$ cat config.mk
export PLATFORM = sky130hd
export DESIGN_NAME = full_adder
export DESIGN_NICKNAME = d
export VERILOG_FILES = /design/src/rtl/full_adder_pkg.sv /design/src/rtl/full_adder_bit.sv /design/src/rtl/full_adder.sv
export SDC_FILE = /design/constraint.sdc
export NUM_CORES = 1
export LEC_CHECK = 0
export CORE_UTILIZATION = 30
export CTS_CLUSTER_DIAMETER = 40
export DETAILED_ROUTE_END_ITERATION = 8
export GPL_ROUTABILITY_DRIVEN = 0
export PLACE_DENSITY = 0.62
export SLEW_MARGIN = 20
export SYNTH_ARGS = -nofsm -noshare
export SYNTH_HDL_FRONTEND = slang
export SYNTH_SLANG_ARGS = --single-unit
$ cat constraint.sdc
create_clock -name clk -period 5.8 [get_ports clk]
set_input_delay 1.74 -clock clk [delete_from_list [all_inputs] [get_ports clk]]
set_output_delay 1.74 -clock clk [all_outputs]
set_load 0.01 [all_outputs]
$ cat src/rtl/full_adder_pkg.sv
// Shared constants for the full_adder ripple-carry block.
// Default widths and the carry-event counter saturation value.
package full_adder_pkg;

    localparam int DEF_WIDTH = 1;
    localparam int DEF_CNT_W = 16;

    // Largest value representable in a w-bit counter (w in 1..32).
    function automatic logic [31:0] cnt_sat(input int w);
        logic [32:0] v;
        v = (33'd1 << w) - 33'd1;
        return v[31:0];
    endfunction

endpackage

$ cat src/rtl/full_adder_bit.sv
// Single-bit full adder cell.
// Chained by the top level into a ripple-carry adder.
module full_adder_bit (
    input  logic a,
    input  logic b,
    input  logic cin,
    output logic sum,
    output logic carry
);

    logic w_p;

    // Propagate term is shared by the sum and the carry.
    always_comb begin
        w_p   = a ^ b;
        sum   = w_p ^ cin;
        carry = (a & b) | (cin & w_p);
    end

endmodule

$ cat src/rtl/full_adder.sv
// Ripple-carry adder with combinational and registered results.
// Also counts clock edges on which the carry-out was set.
module full_adder
    import full_adder_pkg::*;
#(
    parameter int WIDTH = DEF_WIDTH,
    parameter int CNT_W = DEF_CNT_W
) (
    input  logic             clk,
    input  logic             rst_n,
    input  logic [WIDTH-1:0] a,
    input  logic [WIDTH-1:0] b,
    input  logic             cin,
    output logic [WIDTH-1:0] sum,
    output logic             carry,
    output logic             ovf,
    output logic [WIDTH-1:0] sum_q,
    output logic             carry_q,
    output logic [CNT_W-1:0] carry_cnt
);

    localparam logic [CNT_W-1:0] CNT_MAX = CNT_W'(cnt_sat(CNT_W));

    logic [WIDTH:0]   w_c;
    logic [WIDTH-1:0] w_sum;
    logic [WIDTH-1:0] r_sum_q;
    logic             r_carry_q;
    logic [CNT_W-1:0] r_cnt;

    assign w_c[0] = cin;

    genvar gi;
    generate
        for (gi = 0; gi < WIDTH; gi++) begin : g_bit
            full_adder_bit u_bit (
                .a     (a[gi]),
                .b     (b[gi]),
                .cin   (w_c[gi]),
                .sum   (w_sum[gi]),
                .carry (w_c[gi+1])
            );
        end
    endgenerate

    // Combinational outputs; overflow is carry-in vs carry-out of the MSB.
    always_comb begin
        sum   = w_sum;
        carry = w_c[WIDTH];
        ovf   = w_c[WIDTH] ^ w_c[WIDTH-1];
    end

    // Register the result and count carry events, saturating at the top.
    always_ff @(posedge clk) begin
        if (!rst_n) begin
            r_sum_q   <= '0;
            r_carry_q <= 1'b0;
            r_cnt     <= '0;
        end else begin
            r_sum_q   <= w_sum;
            r_carry_q <= w_c[WIDTH];
            if (w_c[WIDTH] && (r_cnt != CNT_MAX))
                r_cnt <= r_cnt + CNT_W'(1);
        end
    end

    assign sum_q     = r_sum_q;
    assign carry_q   = r_carry_q;
    assign carry_cnt = r_cnt;

endmodule

# Word-level counts from Yosys, hierarchy flattened
# Cells that the tools add are included.
word_totals:
  ff_bits: 18
  inputBits: 5
  output_inout_bits: 21
  elab_cells: 12
classes:
  add_sub_neg: 1
  n_eq_ne: 1
  bitwise_logic: 6
  n_reduce_logical: 1
op_table:
  columns: ["op", "n"]
  rows:
  - ["16-bit by 1-bit adder with 16-bit output (second input constant)", 1]
  - ["16-bit != test (second input constant)", 1]
  - ["1-bit XOR", 3]
  - ["1-bit AND", 2]
  - ["1-bit logical AND", 1]
  - ["1-bit OR", 1]

# Depth between registers and ports, before layout
# Gate-level depths: netlist of the first run.
logic_depth:
  ltp_word: 4
  mapped_depth: 6
  mapped_depth_nobuf: 5

# Hierarchy
# Synthesis of the first run repeated with hierarchy kept, for this count alone.
hier_totals:
  hier_cells: 100
  hier_area_um2: 892.1
by_module_without_submodules:
  columns: ["module", "instances", "cells_each", "area_per_inst_um2", "seq_area_each_um2"]
  rows:
  - ["full_adder", 1, 99, 872.1, 360.3]
  - ["full_adder_bit", 1, 1, 20.0, 0.0]

# Least setup slack after synthesis of the first run
# No wires, ideal clock.
synth_timing:
  path_type: "input -> output"
  from: "in a"
  to: "out ovf"
  arrival_ps: 2578
  required_time_ps: 4060
  slack_ps: 1482
  cell_stages: 2
  path_buffers: 0
  cell_sequence: "fa_1 xor2_1"
synth_between:
  elab_chain_len: 4
  word_cells_on_any_way: 5
  classes_between: "bitwise (5)"
synth_rtl:
  columns: ["element", "line", "source"]
  rows:
  - ["from (decl)", "full_adder.sv:11", "input logic [WIDTH-1:0] a,"]
  - ["1-bit XOR", "full_adder_bit.sv:15", "w_p = a ^ b;"]
  - ["1-bit AND", "full_adder_bit.sv:17", "carry = (a & b) | (cin & w_p);"]
  - ["1-bit OR (*)", "full_adder_bit.sv:17", null]
  - ["1-bit XOR (*)", "full_adder.sv:49", "ovf = w_c[WIDTH] ^ w_c[WIDTH-1];"]
  - ["to (decl)", "full_adder.sv:16", "output logic ovf,"]
# Mark *: on every way between the ends. The rest lies on a longest branch, timed or not.

# Final worst setup path of the first run
# Ends and elaborated chain as after synthesis.

==> run_results.csv, run 1 <==
group,metric,value,unit
synthesis,synth_compound_area_share,19.52,%
synthesis,yosys-top-cells-area,"dfxtp_1 39%, a21oi_1 4.8%, nand3_1 4.8%",
power,seqPwrFrac,55.6,%
power,p_sw_share,26.60,%
clocking,hold_buffers,0,
critical_path,arrival,3.48,ns
layout,area_delta_synth_final,31.09,%
floorplan,die_area,3325,sq um
critical_path,crit_required,4.06,ns
critical_path,worstSetupStartpointType,"primary input",
synthesis,seq_area_frac_synth,38.76,%
grt,overflow,0,
power,power.density,199.4,nW/um^2
clocking,root_buffer,"clkbuf_4",
min_path,whs_path_depth,2,
layout,drive_above_1_share,5.303,%
sta,period_minus_slack,5.221,ns
power,p_int,178.4,uW
synthesis,synth_xor_area_share,0.9421,%
grt,grt_pass1_wl,3946,microns
drt,drt_wl_total,2386,microns
power,power_frac_comb,18.7,%
sta,setup_viol,0,
drt,wl_met2,1143,microns
run,cap_violations,0,
layout,layout.core_utilization,42.72,%
floorplan,io_pins,26,
critical_path,worst_r2r_path_depth,5,
critical_path,worstSetupPathType,"in2out",
sta,slew_violations,0,
synthesis,ys_types,39,
clocking,clk_pin_slew,0.10,ns
drt,routed_via_density,5.712,
grt,antenna_found_initial,0,
floorplan,core_area,2853,sq um
drt,wl_met1,1109,microns
sta,rsz0062_at_grt,"no",
power,irDropWorstVdd,0.00005354,V
drt,postRouteAntennaNets,0,
grt,grt_pass1_vias,856,
sta,slew_headroom,56.96,%
synthesis,synthAdderAreaFrac,3.499,%
place,post-place-ws,0.5680,ns
clocking,cts_tree,"built",
clocking,numClockSinks,18,
critical_path,crit_path_max_fanout,8,
synthesis,synth_async_sr_flop_share,0,%
place,hpwl,1683,microns
synthesis,synth_top_area_cell,"dfxtp_1",
sta,fin_skew,0.0007960,ns
critical_path,r2r_start,"carry_cnt[0]",
synthesis,synth_fp_nets,116,
outcome,outcome,"finished with violations",
synthesis,synth_top_area_share,38.76,%
synthesis,ys_ff_latch,18,
drt,wl_per_cell,14.64,microns
floorplan,start_util,32.59,%
drt,wl_met3,77,microns
power,clockPowerShare,25.6,%
drt,drtPass1Iterations,6,
drt,drc_errors,2,
drt,drtIter0Drc,20,
synthesis,synthFlopType,"dfxtp_1",
clocking,cts.repair.resized,0,
floorplan,dieHeight,57.67,microns
clocking,clock_latency,0.30,ns
min_path,hold_path_class,"reg2reg",
floorplan,rows,19,
synthesis,syn-mean-instance-area,8.529,sq um
sta,tightest_slew,0.6397,ns
clocking,clock_path_buffers,2,
sta,setup-tns-final,0,ns
layout,nNetsFinal,141,
clocking,postCtsSetupRepairBufs,0,
grt,grt_max_degree,18,
clocking,cts_buffers,3,
drt,num_vias,931,
sta,hold_viol,0,
min_path,hold_path.startpoint,"carry_cnt[10]",
clocking,htree_levels,1,
floorplan,die_x,57.67,microns
synthesis,synth_edf_count,0,
synthesis,muxShareOfSynthArea,4.845,%
synthesis,netlist_instances,109,
min_path,hold_path_end,"carry_cnt[10]",
grt,grt_use_total,15.19,%
sta,setup_ws,0.5791,ns
drt,topRoutingLayerUsed,"met4",
synthesis,yosys.area_share.simple,28.40,%
place,io_buffers,25,
sta,fmaxAchievable,191.5,MHz
power,power_switching,64.64,uW
layout,diodes,0,
critical_path,r2r-end,"carry_cnt[12]",
synthesis,synth_top_family_by_area,"simple AND/OR/NAND/NOR gates",
synthesis,netlist_area,929.6,sq um
synthesis,yosys_warnings,0,
outcome,violations,"design-rule violations",
power,leakagePower,0.0004523,uW
critical_path,r2r_setup_slack,3.75,ns
sta,finalCritPeriodShare,90.02,%
critical_path,critPathCaptureType,"output port",
registers in the layout (all words and copies together), names as in the netlist:
register   flops
carry_cnt     16
sum_q          1
carry_q        1
critical path, cell delays in order:
cell,delay (ns)
clkdlybuf4s50_1,0.43
fa_1,0.56
xor2_1,0.19
clkdlybuf4s50_1,0.55
worst max-delay path by stage:
stage | slack (ns) | startpoint | to
after floorplan | 1.48 | a | ovf
after CTS | 0.56 | a | ovf
after global routing | 0.47 | a | ovf
after global placement | 0.61 | a | ovf
after detailed placement | 0.57 | a | ovf
final | 0.58 | a | ovf
layout make-up:
cell class | instances | area, sq um
flip-flops and latches | 18 | 360.3
fillers | 297 | 1634
repair buffers | 25 | 250.2
clock buffers | 3 | 22.52
multi-input cells | 82 | 531.8
well taps | 31 | 38.79
inverters | 4 | 15.01
layout by cell type, fill, tap and decap left out, drive strengths merged, types with 2 or more instances in the layout:
cell and count:
mux2i 3, nand4 3, dfxtp 18, nor3 3, clkdlybuf4s50 25, nor4 2, o41ai 3, nand3 10
and4 2, and3 5, o21ai 6, inv 3, clkbuf 3, nor2 5, a21oi 9, nand2 10
cells in the mapped netlist (all sizes together) (2+ instances only):
cell type	instances
nand4	3
nand2	10
buf	3
nor2	5
mux2i	3
nor3	3
a21oi	9
o21ai	6
clkbuf	2
o41ai	3
nand3	10
inv	3
and3	5
nor4	2
dfxtp	18
and4	2
per-layer routing:
layer  up-vias  track usage (%)
li1        458                -
met1       447            20.69
met2        21            23.92
met3         5            1.339
met4         0            8.163
met5         -                0
power groups by stage:
stage	clock, uW	combinational, uW	sequential [uW]
global route	70.1	50.2	136
floorplan	0	20.6	140
CTS	64.2	45.9	135
detailed placement	0	45.6	138
finish	62.3	45.5	135
global placement	0	44.8	138
through the flow:
stage	hold WS, ns	total power, uW	instances	area, sq um
2_1_floorplan	0.5031	160.3	109	929.6
5_1_grt	0.5621	256.7	163	1219
4_1_cts	0.5154	245.2	163	1219
3_5_place_dp	0.4977	183.7	160	1196
3_3_place_gp	0.4859	182.5	160	1196
6_report	0.5107	243.0	163	1219
cell families after synthesis:
group           Yosys count
buf+inv                   9
simple gates             48
mux                       4
fa+ha+maj                 2
compound gates           27
flops                    18
xor+xnor                  1
(Power assumes the default switching activity.)
==> run 2: changes to the inputs <==
- SETUP_SLACK_MARGIN: not set -> 0.3
==> results of run 2 <==
No change in the layout: final DEF, timing and power equal those of run 1.
